**config.mk**
```make
export PLATFORM = sky130hd
export DESIGN_NAME = vc_input_buffer
export DESIGN_NICKNAME = d
export VERILOG_FILES = /design/src/rtl/vc_input_buffer_pkg.sv /design/src/rtl/vc_fifo.sv /design/src/rtl/vc_input_buffer.sv
export SDC_FILE = /design/constraint.sdc
export NUM_CORES = 1
export LEC_CHECK = 0
export BUFFER_PORTS_ARGS = -buffer_cell sky130_fd_sc_hd__buf_2
export CELL_PAD_IN_SITES_DETAIL_PLACEMENT = 1
export CELL_PAD_IN_SITES_GLOBAL_PLACEMENT = 1
export CORE_AREA = 2 2 299 301
export CTS_CLUSTER_DIAMETER = 120
export DETAILED_ROUTE_END_ITERATION = 10
export DIE_AREA = 0 0 301 303
export PLACE_DENSITY = 0.72
export SLEW_MARGIN = 25
export SYNTH_ARGS = -nofsm -noshare
export SYNTH_HDL_FRONTEND = slang
export SYNTH_SLANG_ARGS = --single-unit
export TNS_END_PERCENT = 5
```
**constraint.sdc**
```tcl
create_clock -name clk -period 3.8 [get_ports clk]
set_input_delay 0.57 -clock clk [delete_from_list [all_inputs] [get_ports clk]]
set_output_delay 0.57 -clock clk [all_outputs]
set_load 0.005 [all_outputs]
```
**src/rtl/vc_input_buffer_pkg.sv**
```systemverilog
// Shared router types: flit type encoding, flit record and per-VC packet state.
package vc_input_buffer_pkg;

    typedef enum logic [1:0] {
        HEAD     = 2'd0,
        BODY     = 2'd1,
        TAIL     = 2'd2,
        HEADTAIL = 2'd3
    } flit_type_t;

    localparam int unsigned FlitDataW = 64;

    typedef struct packed {
        flit_type_t             ftype;
        logic [FlitDataW-1:0]   data;
    } flit_t;

    typedef enum logic {
        StIdle,
        StActive
    } pkt_state_e;

endpackage

```
**src/rtl/vc_fifo.sv**
```systemverilog
// Single-VC circular FIFO. Pushes into a full FIFO are dropped; the head entry is
// presented combinationally so the owner can register it on a pop.
module vc_fifo #(
    parameter int unsigned DEPTH = 4,
    parameter int unsigned WIDTH = 66
) (
    input  logic             clk,
    input  logic             reset,
    input  logic             push,
    input  logic [WIDTH-1:0] push_data,
    input  logic             pop,
    output logic [WIDTH-1:0] head_data,
    output logic             full,
    output logic             not_empty
);

    localparam int unsigned PtrW = $clog2(DEPTH);

    logic [PtrW-1:0]  wr_ptr_q, rd_ptr_q;
    logic [PtrW:0]    count_q;
    logic [WIDTH-1:0] mem_q [DEPTH];
    logic             do_push, do_pop;

    assign full      = (count_q == (PtrW + 1)'(DEPTH));
    assign not_empty = (count_q != '0);
    assign head_data = mem_q[rd_ptr_q];

    // Fullness is judged on the pre-edge count, so a same-cycle pop never makes room.
    assign do_push = push & ~full;
    assign do_pop  = pop & not_empty;

    always_ff @(posedge clk) begin
        if (reset) begin
            wr_ptr_q <= '0;
            rd_ptr_q <= '0;
            count_q  <= '0;
        end else begin
            if (do_push) wr_ptr_q <= wr_ptr_q + 1'b1;
            if (do_pop)  rd_ptr_q <= rd_ptr_q + 1'b1;
            case ({do_push, do_pop})
                2'b10:   count_q <= count_q + 1'b1;
                2'b01:   count_q <= count_q - 1'b1;
                default: count_q <= count_q;
            endcase
        end
    end

    always_ff @(posedge clk) begin
        if (do_push) mem_q[wr_ptr_q] <= push_data;
    end

endmodule

```
**src/rtl/vc_input_buffer.sv**
```systemverilog
// Router input buffer: one FIFO per virtual channel, per-VC packet tracking that drives
// the arbiter hold lines, and a registered dequeue port with matching credit return.
module vc_input_buffer
    import vc_input_buffer_pkg::*;
#(
    parameter int unsigned NUM_VC      = 4,
    parameter int unsigned VC_DEPTH    = 4,
    parameter int unsigned FLIT_DATA_W = 64
) (
    input  logic                       clk,
    input  logic                       reset,
    input  logic                       flit_in_valid,
    input  logic [$clog2(NUM_VC)-1:0]  flit_in_vc,
    input  flit_type_t                 flit_in_type,
    input  logic [FLIT_DATA_W-1:0]     flit_in_data,
    input  logic [NUM_VC-1:0]          grant_oh,
    output logic [NUM_VC-1:0]          request,
    output logic [NUM_VC-1:0]          hold,
    output logic                       flit_out_valid,
    output logic [$clog2(NUM_VC)-1:0]  flit_out_vc,
    output flit_type_t                 flit_out_type,
    output logic [FLIT_DATA_W-1:0]     flit_out_data,
    output logic [NUM_VC-1:0]          credit_out,
    output logic                       overflow_err
);

    localparam int unsigned VcW    = $clog2(NUM_VC);
    localparam int unsigned EntryW = FLIT_DATA_W + 2;

    logic [NUM_VC-1:0]      push_vec, full_vec, gnt_sel, pop_vec;
    logic [EntryW-1:0]      head_data [NUM_VC];
    logic [EntryW-1:0]      pop_entry;
    logic [VcW-1:0]         pop_vc;
    flit_type_t             pop_type;
    logic                   pop_any;
    pkt_state_e             state_q [NUM_VC];
    pkt_state_e             state_d [NUM_VC];

    logic                   out_valid_q;
    logic [VcW-1:0]         out_vc_q;
    flit_type_t             out_type_q;
    logic [FLIT_DATA_W-1:0] out_data_q;
    logic [NUM_VC-1:0]      credit_q;
    logic                   overflow_q, overflow_d;

    always_comb begin
        push_vec = '0;
        for (int v = 0; v < NUM_VC; v++) begin
            push_vec[v] = flit_in_valid && (flit_in_vc == VcW'(v));
        end
    end

    for (genvar v = 0; v < NUM_VC; v++) begin : g_vc
        vc_fifo #(
            .DEPTH (VC_DEPTH),
            .WIDTH (EntryW)
        ) u_fifo (
            .clk       (clk),
            .reset     (reset),
            .push      (push_vec[v]),
            .push_data ({flit_in_type, flit_in_data}),
            .pop       (pop_vec[v]),
            .head_data (head_data[v]),
            .full      (full_vec[v]),
            .not_empty (request[v])
        );
    end

    // An illegal multi-hot grant is reduced to its lowest set bit; grants to empty VCs vanish.
    assign gnt_sel = grant_oh & (~grant_oh + 1'b1);
    assign pop_vec = gnt_sel & request;
    assign pop_any = |pop_vec;

    always_comb begin
        pop_entry = '0;
        pop_vc    = '0;
        for (int v = 0; v < NUM_VC; v++) begin
            if (pop_vec[v]) begin
                pop_entry = head_data[v];
                pop_vc    = VcW'(v);
            end
        end
    end

    assign pop_type = flit_type_t'(pop_entry[EntryW-1 -: 2]);

    always_comb begin
        for (int v = 0; v < NUM_VC; v++) begin
            state_d[v] = state_q[v];
            if (pop_vec[v]) begin
                case (pop_type)
                    HEAD:    state_d[v] = StActive;
                    TAIL:    state_d[v] = StIdle;
                    default: state_d[v] = state_q[v];
                endcase
            end
        end
    end

    always_comb begin
        hold = '0;
        for (int v = 0; v < NUM_VC; v++) begin
            hold[v] = (state_q[v] == StActive) && request[v];
        end
    end

    assign overflow_d = overflow_q | (flit_in_valid & |(push_vec & full_vec));

    always_ff @(posedge clk) begin
        if (reset) begin
            out_valid_q <= 1'b0;
            out_vc_q    <= '0;
            out_type_q  <= HEAD;
            out_data_q  <= '0;
            credit_q    <= '0;
            overflow_q  <= 1'b0;
            for (int v = 0; v < NUM_VC; v++) begin
                state_q[v] <= StIdle;
            end
        end else begin
            out_valid_q <= pop_any;
            credit_q    <= pop_vec;
            overflow_q  <= overflow_d;
            state_q     <= state_d;
            if (pop_any) begin
                out_vc_q   <= pop_vc;
                out_type_q <= pop_type;
                out_data_q <= pop_entry[FLIT_DATA_W-1:0];
            end
        end
    end

    assign flit_out_valid = out_valid_q;
    assign flit_out_vc    = out_vc_q;
    assign flit_out_type  = out_type_q;
    assign flit_out_data  = out_data_q;
    assign credit_out     = credit_q;
    assign overflow_err   = overflow_q;

    a_grant_onehot : assert property (@(posedge clk) disable iff (reset) $onehot0(grant_oh))
        else $error("grant_oh is not one-hot");

endmodule
```
======== Yosys cells after proc, flatten, opt, wreduce, memory -nomap -nowiden ========
Memory sizes are Yosys's and may differ from the RTL's. A register that Yosys moved wholly into a read port is not among the register bits.
Cells that the tools add are included.
word-level totals
  register bits ........................... 106
  memory bits (writable) .................. 1,056
  input bits .............................. 75
  output and inout port bits .............. 82
  logic and storage cells ................. 130
  memories kept ........................... 4
cells by class
  $add $sub $neg .......................... 17
  equal/unequal tests ..................... 16
  muxes and demuxes ....................... 28
  bitwise logic cells ..................... 18
  reduce and logical (&&, ||, !) cells .... 25
memory list
  memory                depth  width  rd ports  clocked after memory_dff  write ports  line           RTL
  g_vc[0].u_fifo.mem_q  4      66     1         1                         1            vc_fifo.sv:21  logic [WIDTH-1:0] mem_q [DEPTH];
  g_vc[1].u_fifo.mem_q  4      66     1         1                         1            vc_fifo.sv:21
  g_vc[2].u_fifo.mem_q  4      66     1         1                         1            vc_fifo.sv:21
  g_vc[3].u_fifo.mem_q  4      66     1         1                         1            vc_fifo.sv:21
operators by type and width
  operator               number
  $mux W66               4
  $pmux W3 S2            4
  $mux W2                10
  $add A2 B1 Y2 const B  8
  $eq A2 B2 Y1 const B   7
  $add A3 B1 Y3 const B  4
  $and A4 B4 Y4          3
  $eq A3 B3 Y1 const B   4
  $reduce_bool A3 Y1     4
  $sub A3 B1 Y3 const B  4
  $eq A2 B1 Y1 const B   5
  $reduce_bool A2 Y1     5
  $and A1 B1 Y1          9
  $mux W1                9
  $logic_and A1 B1 Y1    8
  $reduce_and A2 Y1      4
  $reduce_or A4 Y1       2
  $add A4 B1 Y4 const B  1
  $logic_not A2 Y1       2
  $not A1 Y1             4
  $not A4 Y4             1
  $pmux W1 S2            1
  $or A1 B1 Y1           1

======== Longest topological paths before layout ========
  depth in word-level cells ............... 11
  depth in mapped cells ................... 12
  gate-level depth less buffers ........... 10

======== Cells and area by module ========
Synthesis repeated with hierarchy kept, for this count alone.
second synthesis, totals
  cells, all modules ...................... 2,030
  area total of the unflattened synthesis .. 43,847.1 um^2
by module, submodules not included
  module           times used  cells an instance  area an instance (um^2)
  vc_fifo          4           396                9,988.3
  vc_input_buffer  1           446                3,893.7

======== Worst setup path after synthesis ========
Ideal clock, no wire load.
  path type ............................... input to register
  start ................................... input flit_in_vc[1]
  end ..................................... memory g_vc[0].u_fifo.mem_q[1][0] (enable)
  setup time .............................. 431 ps
  arrival time ............................ 3,029 ps
  data required time ...................... 3,369 ps
  path slack .............................. 340 ps
  cell stages on the path ................. 3
  path buffers ............................ 0
  cell sequence ........................... or3b_2 > a31oi_1 > and2_1
on the way
  word-level cells in the longest chain between the ends .. 5
RTL lines
  element                        line                   RTL
  from (decl)                    vc_input_buffer.sv:13  input logic [$clog2(NUM_VC)-1:0] flit_in_vc,
  $logic_not A2 Y1               vc_input_buffer.sv:49  push_vec[v] = flit_in_valid && (flit_in_vc == VcW'(v));
  $logic_and A1 B1 Y1            vc_input_buffer.sv:49
  $and A1 B1 Y1                  vc_fifo.sv:29          assign do_push = push & ~full;
  $mux W1                        vc_fifo.sv:49          if (do_push) mem_q[wr_ptr_q] <= push_data;
  $mux W1 (not written as such)  vc_fifo.sv:49
  to (decl)                      vc_fifo.sv:21
Every way passes these cells.

======== Worst setup path in the final report ========
  start ................................... register g_vc[1].u_fifo.count_q[0]
  end ..................................... output hold[1]
on the way
  word-level cells in the longest chain between the ends .. 2
RTL lines
  element                 line                    RTL
  from (decl)             vc_fifo.sv:20           logic [PtrW:0] count_q;
  from (signal assigned)  vc_fifo.sv:41           2'b10: count_q <= count_q + 1'b1;
  from (signal assigned)  vc_fifo.sv:42           2'b01: count_q <= count_q - 1'b1;
  from (signal assigned)  vc_fifo.sv:43           default: count_q <= count_q;
  $reduce_bool A3 Y1      vc_fifo.sv:25           assign not_empty = (count_q != '0);
  $logic_and A1 B1 Y1     vc_input_buffer.sv:103  hold[v] = (state_q[v] == StActive) && request[v];
  to (decl)               vc_input_buffer.sv:18   output logic [NUM_VC-1:0] hold,
Every way passes these cells.

==> flow_summary.json <==
{
  "grt.total_usage_pct": 25.9,
  "overflow": 0,
  "synthArstFlopShare_pct": 0,
  "antenna_found_initial": 11,
  "slew_viol_final": 0,
  "cts_hold_buf": 0,
  "numCtsBuffers": 112,
  "synth_cell_type_count": 60,
  "rsz0062_at_grt": "no",
  "pwr-share-clk_pct": 40.7,
  "clkSinkCount": 1170,
  "seq_area_frac_synth_pct": 77.7,
  "status": "finished clean",
  "cts_root_buf": "clkbuf_16",
  "synth_compound_area_share_pct": 3.72,
  "yosysMostFrequentCell": "edfxtp_1",
  "maxSlewHeadroom_pct": 27.3,
  "p_int_uw": 22200,
  "grt_max_degree": 58,
  "power_per_cell_area_nw_per_um2": 570,
  "first_iter_violations": 2378,
  "start_kind": "flop",
  "drt_wl_total_um": 115000,
  "tns_ns": 0,
  "htree_levels": 3,
  "required_ns": 3.23,
  "post-route-util_pct": 57.2,
  "syn_to_final_growth_pct": 15.1,
  "cts_tree": "yes",
  "fp.dieH_um": 303,
  "setup_viol": 0,
  "syn_nets": 2125,
  "yosysTopAreaCell": "edfxtp_1",
  "die_w_um": 301,
  "swShare_pct": 22.7,
  "synth_area_um2": 43700,
  "synth_fa_ha_area_share_pct": 0.755,
  "grt_pass1_vias": 23900,
  "end_kind": "output pin",
  "p_switching_uw": 6500,
  "arrival_ns": 2.22,
  "crit_fanout": 9,
  "muxShareOfSynthArea_pct": 13.7,
  "design.core.area_um2": 88000,
  "grt_pass1_wl_um": 168000,
  "detailed_place_hpwl_um": 65100,
  "route.vias.total": 22100,
  "cts_setup_buffers": 0,
  "drtAntennaViolNets": 0,
  "cts_buffer_depth": 3,
  "tightest_slew_ns": 1.09,
  "io_pins": 157,
  "detail_route.vias_per_cell": 6.27,
  "clock_latency_ns": 0.69,
  "syn_inst": 2026,
  "synth_top_family_by_area": "multiplexers",
  "place.port_buffers": 156,
  "synthTopCellsByCount": "1056 x edfxtp_1, 264 x mux4_2, 114 x dfxtp_1, 108 x a22oi_1, 62 x nand3_1",
  "fin_crit_ns": 2.79,
  "max_cap_viol_count": 0,
  "timing.final.crit_share_pct": 73.5,
  "synth_top_area_share_pct": 72.5,
  "preCtsSetupSlack_ns": 0.690,
  "final_nets": 2354,
  "synth_xor_area_share_pct": 0.400,
  "synth_edf_count": 1056,
  "drive_gt1_share_pct": 30.5,
  "crit_type": "reg -> out",
  "combPwrFrac_pct": 8.3,
  "setup_slack_ns": 1.01,
  "synth-main-ff-cell": "edfxtp_1",
  "start_util_pct": 49.7,
  "ys_ff_latch": 1170,
  "ctsResizeCount": 0,
  "clk_pin_slew_ns": 0.06,
  "drc": 0,
  "leakage_uw": 0.0158,
  "finalHoldViolCount": 0,
  "max_freq_mhz": 358,
  "hold_path_class": "in -> reg",
  "sequentialPowerShare_pct": 51.0,
  "dr.pass1.iters": 6,
  "synthTopCellsByArea": "edfxtp_1 72%, mux4_2 14%, dfxtp_1 5.2%",
  "ir_worst_vdd_uv": 376,
  "rows": 109,
  "yosys.area_share.simple_pct": 2.11,
  "dieArea_um2": 91200,
  "fin_skew_ns": 0.0254,
  "routabilityCongestion": 0.741,
  "avgSynthCellArea_um2": 21.6,
  "wl_per_cell_um": 32.8,
  "yosysWarnings": 0
}
-- sequential cells by signal, indices dropped and copies added, names as in the netlist, named ones only --
name	count
credit_out	4
flit_out_data	64
flit_out_type	2
flit_out_valid	1
flit_out_vc	2
g_vc.u_fifo.count_q	12
g_vc.u_fifo.mem_q	1056
g_vc.u_fifo.rd_ptr_q	8
g_vc.u_fifo.wr_ptr_q	8
overflow_err	1
state_q	4
-- layer usage --
layer / part of all wire (%) / vias to the layer above / global-route usage [%]
li1: - / 8956 / -
met2: 50 / 1078 / 43.1
met3: 8.0 / 193 / 5.03
met1: 39 / 11800 / 34.9
met5: 0.035 / - / 0
met4: 2.7 / 6 / 8.03
-- through the flow --
step                      hold WS, ns  power (uW)  cells  area [um^2]
after floorplan                 0.449       16100   2026        43700
after global placement          0.442       17200   3306        46500
after detailed placement        0.468       17300   3306        46500
after CTS                       0.190       28900   3513        50300
after global routing            0.228       29400   3516        50300
final                           0.217       28700   3518        50400
-- cell families after synthesis --
logic type / after synthesis
buffers and inverters: 146
AND/OR/NAND/NOR: 170
multiplexers: 268
XOR/XNOR: 20
flip-flops: 1170
AO/OA/AOI/OAI: 228
adder cells (fa/ha/maj): 24
-- critical path, stage by stage, from the launching register on --
cell     delay (ns)
dfxtp_1        0.35
nor3_2         0.51
inv_2          0.30
and2_1         0.24
buf_2          0.12
-- power groups by stage --
stage	clock [uW]	combinational [uW]	sequential [uW]
final	11700	2390	14600
after global routing	12200	2560	14700
after CTS	11800	2410	14600
after detailed placement	0	2380	14900
after global placement	0	2300	14900
after floorplan	0	1360	14800
-- layout make-up --
class	count	area, um^2
Sequential cell	1170	34000
Timing Repair Buffer	231	1780
Clock buffer	155	3220
Fill cell	7513	37600
Clock inverter	52	653
Antenna cell	5	12.5
Tap cell	1165	1460
Multi-Input combinational cell	710	9090
Inverter	30	114
-- placed cells by master (no fill, tap or decap), types with 8 or more instances in the layout --
master	instances
edfxtp_1	1056
mux4_2	264
buf_2	155
clkbuf_16	114
a22oi_1	108
dfxtp_1	106
nand3_1	62
a31oi_1	57
nor2_1	49
buf_4	41
buf_12	35
inv_1	25
clkbuf_8	21
clkinv_2	20
ha_1	20
clkbuf_1	20
and2_4	16
a21oi_1	15
bufinv_16	14
xor2_1	12
o21ai_0	12
clkinv_1	11
xnor2_1	8
dfxtp_4	8
-- path summary, 6_finish.rpt --
kind	cells after the start	slack (ns)	startpoint	to
max	4	1.01	g_vc[1].u_fifo.count_q[0]$_SDFFE_PP0P_	hold[1]
min	3	0.22	flit_in_valid	overflow_err$_SDFF_PP0_
max reg2reg	9	1.04	g_vc[2].u_fifo.count_q[0]$_SDFFE_PP0P_	g_vc[2].u_fifo.count_q[2]$_SDFFE_PP0P_
min reg2reg	2	0.47	flit_out_vc[1]$_SDFFE_PP0P_	flit_out_vc[1]$_SDFFE_PP0P_
No activity file was read; power rests on OpenSTA's default activity.
